## config.mk

```make
export PLATFORM = sky130hd
export DESIGN_NAME = muldiv_unit
export DESIGN_NICKNAME = d
export VERILOG_FILES = /design/src/rtl/muldiv_unit.sv
export SDC_FILE = /design/constraint.sdc
export NUM_CORES = 1
export LEC_CHECK = 0
export CAP_MARGIN = 5
export CORE_MARGIN = 2
export CORE_UTILIZATION = 41
export CTS_CLUSTER_DIAMETER = 150
export DETAILED_ROUTE_END_ITERATION = 10
export GPL_TIMING_DRIVEN = 0
export PLACE_DENSITY = 0.71
export SETUP_SLACK_MARGIN = 0.3
export SYNTH_ARGS = -nofsm -noshare
export SYNTH_HDL_FRONTEND = slang
export SYNTH_SLANG_ARGS = --single-unit
```

## constraint.sdc

```tcl
create_clock -name clk -period 3.94 [get_ports clk]
set_input_delay 0.394 -clock clk [delete_from_list [all_inputs] [get_ports clk]]
set_output_delay 0.394 -clock clk [all_outputs]
set_load 0.01 [all_outputs]
```

## src/rtl/muldiv_unit.sv

```systemverilog
// Iterative RV32M multiply/divide unit: radix-2 shift-add multiply, restoring divide,
// fast paths for divide-by-zero and signed overflow, start/busy/valid handshake with flush.
module muldiv_unit #(
    parameter int unsigned WIDTH = 32,
    parameter int unsigned CNT_W = $clog2(WIDTH) + 1
) (
    input  logic             clk,
    input  logic             rst_n,
    input  logic             start,
    input  logic [2:0]       funct3,
    input  logic [WIDTH-1:0] SrcA,
    input  logic [WIDTH-1:0] SrcB,
    input  logic             flush,
    output logic             busy,
    output logic             result_valid,
    output logic [WIDTH-1:0] Result
);

    typedef enum logic [1:0] {StIdle, StCalc, StDone} state_e;

    localparam logic [CNT_W-1:0] CntLast = CNT_W'(WIDTH - 1);

    state_e               state_q, state_d;
    logic [CNT_W-1:0]     cnt_q;
    logic [2:0]           op_q;
    logic                 neg_q;
    logic                 fast_q;
    logic [2*WIDTH-1:0]   prod_q;
    logic [WIDTH-1:0]     opb_q;
    logic [WIDTH-1:0]     rem_q;
    logic [WIDTH-1:0]     result_q;
    logic                 valid_q;

    logic                 accept;
    logic                 is_div;
    logic                 a_signed, b_signed, a_neg, b_neg;
    logic [WIDTH-1:0]     a_mag, b_mag;
    logic                 neg_start;
    logic                 div_zero, ovf, fast;
    logic [WIDTH-1:0]     fast_val;

    logic [WIDTH:0]       mul_sum;
    logic [2*WIDTH-1:0]   mul_next;
    logic [WIDTH:0]       div_shift, div_diff;
    logic                 div_bit;
    logic [WIDTH-1:0]     rem_next, quo_next;

    logic [2*WIDTH-1:0]   prod_fix;
    logic [WIDTH-1:0]     mul_res, div_raw, div_res, final_res;

    // Operand decode and fast-path detection, evaluated on the accepting edge.
    always_comb begin
        accept    = start && !flush && (state_q == StIdle || state_q == StDone);
        is_div    = funct3[2];
        a_signed  = (funct3 == 3'b001) || (funct3 == 3'b010) ||
                    (funct3 == 3'b100) || (funct3 == 3'b110);
        b_signed  = (funct3 == 3'b001) || (funct3 == 3'b100) || (funct3 == 3'b110);
        a_neg     = a_signed && SrcA[WIDTH-1];
        b_neg     = b_signed && SrcB[WIDTH-1];
        a_mag     = a_neg ? (-SrcA) : SrcA;
        b_mag     = b_neg ? (-SrcB) : SrcB;
        // Remainder follows the dividend; everything else is the product of signs.
        neg_start = (is_div && funct3[1]) ? a_neg : (a_neg ^ b_neg);
        div_zero  = is_div && (SrcB == '0);
        ovf       = ((funct3 == 3'b100) || (funct3 == 3'b110)) &&
                    (SrcA == {1'b1, {(WIDTH-1){1'b0}}}) && (SrcB == '1);
        fast      = div_zero || ovf;
        if (div_zero) begin
            fast_val = funct3[1] ? SrcA : '1;
        end else begin
            fast_val = funct3[1] ? '0 : SrcA;
        end
    end

    // One iteration step for each datapath.
    always_comb begin
        mul_sum   = {1'b0, prod_q[2*WIDTH-1:WIDTH]} + (prod_q[0] ? {1'b0, opb_q} : '0);
        mul_next  = {mul_sum, prod_q[WIDTH-1:1]};
        div_shift = {rem_q, prod_q[WIDTH-1]};
        div_diff  = div_shift - {1'b0, opb_q};
        div_bit   = !div_diff[WIDTH];
        rem_next  = div_bit ? div_diff[WIDTH-1:0] : div_shift[WIDTH-1:0];
        quo_next  = {prod_q[WIDTH-2:0], div_bit};
    end

    // Sign fix and result selection, consumed in DONE.
    always_comb begin
        prod_fix  = neg_q ? (-prod_q) : prod_q;
        mul_res   = (op_q[1:0] == 2'b00) ? prod_fix[WIDTH-1:0] : prod_fix[2*WIDTH-1:WIDTH];
        div_raw   = op_q[1] ? rem_q : prod_q[WIDTH-1:0];
        div_res   = neg_q ? (-div_raw) : div_raw;
        if (fast_q) begin
            final_res = prod_q[WIDTH-1:0];
        end else begin
            final_res = op_q[2] ? div_res : mul_res;
        end
    end

    always_ff @(posedge clk or negedge rst_n) begin
        if (!rst_n) begin
            state_q <= StIdle;
        end else begin
            state_q <= state_d;
        end
    end

    always_comb begin
        state_d = state_q;
        unique case (state_q)
            StIdle: begin
                if (accept) state_d = fast ? StDone : StCalc;
            end
            StCalc: begin
                if (flush) begin
                    state_d = StIdle;
                end else if (cnt_q == CntLast) begin
                    state_d = StDone;
                end
            end
            StDone: begin
                if (accept) begin
                    state_d = fast ? StDone : StCalc;
                end else begin
                    state_d = StIdle;
                end
            end
            default: state_d = StIdle;
        endcase
    end

    always_comb begin
        busy         = (state_q == StCalc);
        result_valid = valid_q;
        Result       = result_q;
    end

    always_ff @(posedge clk or negedge rst_n) begin
        if (!rst_n) begin
            cnt_q  <= '0;
            op_q   <= '0;
            neg_q  <= 1'b0;
            fast_q <= 1'b0;
            prod_q <= '0;
            opb_q  <= '0;
            rem_q  <= '0;
        end else if (accept) begin
            op_q   <= funct3;
            neg_q  <= neg_start;
            fast_q <= fast;
            cnt_q  <= '0;
            rem_q  <= '0;
            // Multiplier (or dividend) sits in the low half and shifts out as we iterate.
            opb_q  <= is_div ? b_mag : a_mag;
            if (fast) begin
                prod_q <= {{WIDTH{1'b0}}, fast_val};
            end else begin
                prod_q <= {{WIDTH{1'b0}}, (is_div ? a_mag : b_mag)};
            end
        end else if (state_q == StCalc) begin
            cnt_q <= cnt_q + CNT_W'(1);
            if (op_q[2]) begin
                prod_q <= {prod_q[2*WIDTH-1:WIDTH], quo_next};
                rem_q  <= rem_next;
            end else begin
                prod_q <= mul_next;
            end
        end
    end

    // DONE is the sign-fix stage; a flush arriving in DONE does not cancel it.
    always_ff @(posedge clk or negedge rst_n) begin
        if (!rst_n) begin
            valid_q  <= 1'b0;
            result_q <= '0;
        end else begin
            valid_q <= (state_q == StDone);
            if (state_q == StDone) result_q <= final_res;
        end
    end

endmodule

```

==> metrics.md <==
| Metric | Value |
|---|---|
| Area delta synth->final | 18.9% |
| Status | finished, final reports clean |
| Final net count | 2,565 |
| Hold Crit Class | input pin to async pin |
| Core area | 41,800 um2 |
| Top cells by count, synth | nand2_1, o21ai_0, nor2_1 |
| Finished Layout Cells | 2,976 |
| Fillers | 4,064 |
| Die Span Y | 209 um |
| Worst R2R Start | neg_q$_DFFE_PN0P_ |
| Number of global-route vias before repair | 18,147 |
| Routed len/inst | 26.3 um |
| Synth unique cells | 88 |
| CTS tree | done |
| WP data arrival | 4.06 ns |
| DIE AREA | 43,700 um2 |
| Power consumption | 14,000 uW |
| Net Sw Power | 7100 uW |
| Post-synth net total | 2,411 |
| Initial antenna violation count | 1 |
| Clock skew | 0.0156 ns |
| Global-route wire length before repair | 115,000 um |
| Sequential area share after synthesis | 25.3% |
| CTS H-tree lvls | 4 |
| Dpl cell area | 19,000 um2 |
| Power share of the sequential group | 21.4% |
| I/O pins | 105 |
| GR Util All Layers | 35.2% |
| Initial DRC count | 2,229 |
| Vias | 19,390 |
| Sum of negative setup slack | 0 ns |
| LEAKAGE | 0.00822 uW |
| Multi-input logic area | 12,300 um2 |
| Std-Cell Rows | 75 |
| Pin count of the biggest net entering global routing | 115 |
| Worst VDD drop | 0.000346 V |
| Clk sinks | 174 |
| PD cells | 681 nW/um2 |
| Max-slew headroom | 31.1% |
| Inst Count DP | 2,911 |
| Least-Margin Pin Slew | 1.03 ns |
| Starting density of the core | 41.3% |
| Fin crit period | 3.74 ns |
| Main synth FF type | dfrtp_1 |
| Setup ws final | 0.204 ns |
| R2r setup slk | 0.20 ns |
| Clock Latency Late Sink | 0.47 ns |
| Worst Path Max Fanout | 10 |
| Internal cell power | 6860 uW |
| Setup violators final | 0 |
| Finished Cell Area | 20,500 um2 |
| CTS Root Buffer Type | clkbuf_16 |
| Fmax | 268 MHz |
| Setup slack at placement | -0.917 ns |
| Number of synthesized register bits | 174 |
| Pre-antenna DRT Iters | 6 |
| Clock transition at path regs | 0.08 ns |
| Max clock buf depth | 2 |
| CP Class | flop to flop |
| IO Port Bufs | 103 |
| Clk pwr share | 14.0% |
| Mapped Area | 17,200 um2 |
| Worst Setup End Kind | flop |
| Period utilisation layout | 94.8% |
| Final Max Tran Viols | 0 |
| Routability cong. | 1.04 |
| DR DRC count | 0 |
| Mapped Cells | 2,268 |
| Count leader, synth | nand2_1 |
| Reg2Reg Depth | 7 |
| RSZ-0062 raised after global routing | true |
| Reg2reg end | Result[1]$_DFFE_PN0P_ |
| Total CTS buffers | 17 |
| Post-DP HPWL | 60,700 um |
| Startpoint types | flop |
| ANT nets after route | 0 |
| FFs w/ async S/R, synth | 100% |
| Number of enable flip-flop cells after synthesis | 0 |
| Sw Ratio | 50.8% |
| Vias/cell | 6.52 |
| Fin. Hold Viols | 0 |
| WL final | 78,300 um |
| Gate power share | 64.6% |
| Critical path required time | 4.26 ns |
| Synth area leader | dfrtp_1 |
| Layout cells sized above 1 | 8.42% |
| Avg Cell Area, Syn | 7.60 um2 |
| Global route overflow | 0 |
| YS warnings | 0 |
| Maxcap violations | 0 |
| Area contributors post-synth | dfrtp_1, o21ai_0, nand2_1 |
| Share of the synthesized area in the top cell type | 25.3% |
| Die width | 209 um |
| FF/Latch Area | 4360 um2 |
==> power by group through the flow <==
| stage | registers (uW) | logic [uW] | clock network (uW) |
|---|---|---|---|
| 2_1_floorplan | 2660 | 5510 | 0 |
| 6_report | 2990 | 9020 | 1950 |
| 5_1_grt | 3030 | 9670 | 2030 |
| 3_5_place_dp | 2970 | 7680 | 0 |
| 4_1_cts | 2930 | 8380 | 1940 |
| 3_3_place_gp | 2960 | 7560 | 0 |
==> cell families (layout without fill, tap and decap cells) <==
| family | Yosys count | after routing | synth area share (%) |
|---|---|---|---|
| xor+xnor | 186 | 186 | 9.45 |
| buf+inv | 236 | 403 | 5.37 |
| fa+ha+maj | 92 | 92 | 6.48 |
| simple gates | 760 | 760 | 21.4 |
| flops | 174 | 174 | 25.3 |
| mux | 100 | 100 | 5.93 |
| other cells | 0 | 2 | 0 |
| compound gates | 720 | 720 | 26.1 |
==> cell usage in the layout, fill, tap and decap left out, types with 8 or more instances in the layout <==
master	n
dfrtp_1	172
buf_4	28
nand4_1	22
nand2b_1	26
xor2_1	82
nand3_1	51
nor2b_1	14
ha_1	67
xnor2_1	103
nor3b_1	18
buf_1	11
clkdlybuf4s50_1	102
a22o_1	13
nor2_1	183
o21ai_1	15
nor3_1	44
buf_2	12
buf_6	8
or3_1	25
inv_1	62
clkbuf_1	117
or2_2	8
or4_1	13
a211oi_1	16
o22ai_1	16
nand2_1	264
nor4_1	14
o211ai_1	38
maj3_1	20
nand3b_1	15
o41ai_1	19
o21ai_0	229
mux2i_1	79
a31oi_1	30
and3_1	16
clkbuf_16	18
o31ai_1	30
mux2_2	17
a21oi_1	171
a21o_1	35
==> sequential cells by signal (all words and copies together) (netlist names) <==
| register | count |
|---|---|
| cnt_q | 6 |
| prod_q | 64 |
| op_q | 3 |
| opb_q | 32 |
| rem_q | 32 |
| result_valid | 1 |
| Result | 32 |
| state_q | 2 |
| neg_q | 1 |
| fast_q | 1 |
==> final cells by class <==
cell class | count | area share [%]
timing repair buffer | 135 | 6.63
antenna | 2 | 0.0244
buffer | 165 | 4.11
tap | 539 | 3.29
clock inverter | 15 | 1.10
sequential | 174 | 21.3
clock buffer | 17 | 2.08
inverter | 71 | 1.39
multi-input combinational | 1858 | 60.1
==> metrics by stage <==
step,hold WS [ns],utilization (%)
2_1_floorplan,0.0984,-
3_3_place_gp,0.462,45.4
3_5_place_dp,0.376,45.5
4_1_cts,0.482,48.2
5_1_grt,0.503,49.1
6_report,0.457,49.1
==> timing repair <==
item | in CTS | in global routing
pin swaps | 12 | 22
endpoints found under the setup margin | 83 | 82
buffers inserted | 13 | 15
cloned | 2 | 0
gates resized for setup | 80 | 79
hold buffers | 1 | 0
endpoints found under the hold margin | 60 | 0
==> layer usage <==
layer,part of all wire [%],GRT usage (%),vias up
li1,-,-,8552
met3,9.9,5.11,262
met1,39,46.0,9289
met5,0,0,-
met2,43,54.1,1287
met4,7.8,23.3,0
==> how the worst max path moves through the flow <==
stage,slack [ns],end,from,cells after the start
floorplan,0.33,Result[30]$_DFFE_PN0P_,op_q[1]$_DFFE_PN0P_,15
global placement,-4.98,opb_q[13]$_DFFE_PN0P_,rst_n,1
detailed placement,-0.92,rem_q[29]$_DFFE_PN0P_,prod_q[31]$_DFFE_PN0P_,15
CTS,0.29,rem_q[4]$_DFFE_PN0P_,prod_q[31]$_DFFE_PN0P_,16
global route,0.19,rem_q[10]$_DFFE_PN0P_,opb_q[16]$_DFFE_PN0P_,14
finish,0.20,Result[1]$_DFFE_PN0P_,neg_q$_DFFE_PN0P_,7
==> worst max-delay path, cell delays in order (launching register included) <==
cell and delay [ns]:
dfrtp_1 0.33, clkbuf_1 0.54, clkbuf_1 0.68, clkbuf_2 0.52, clkdlybuf4s15_1 0.79, o21ai_0 0.33
a22oi_1 0.25, a31oi_1 0.11
(Power assumes the default switching activity.)
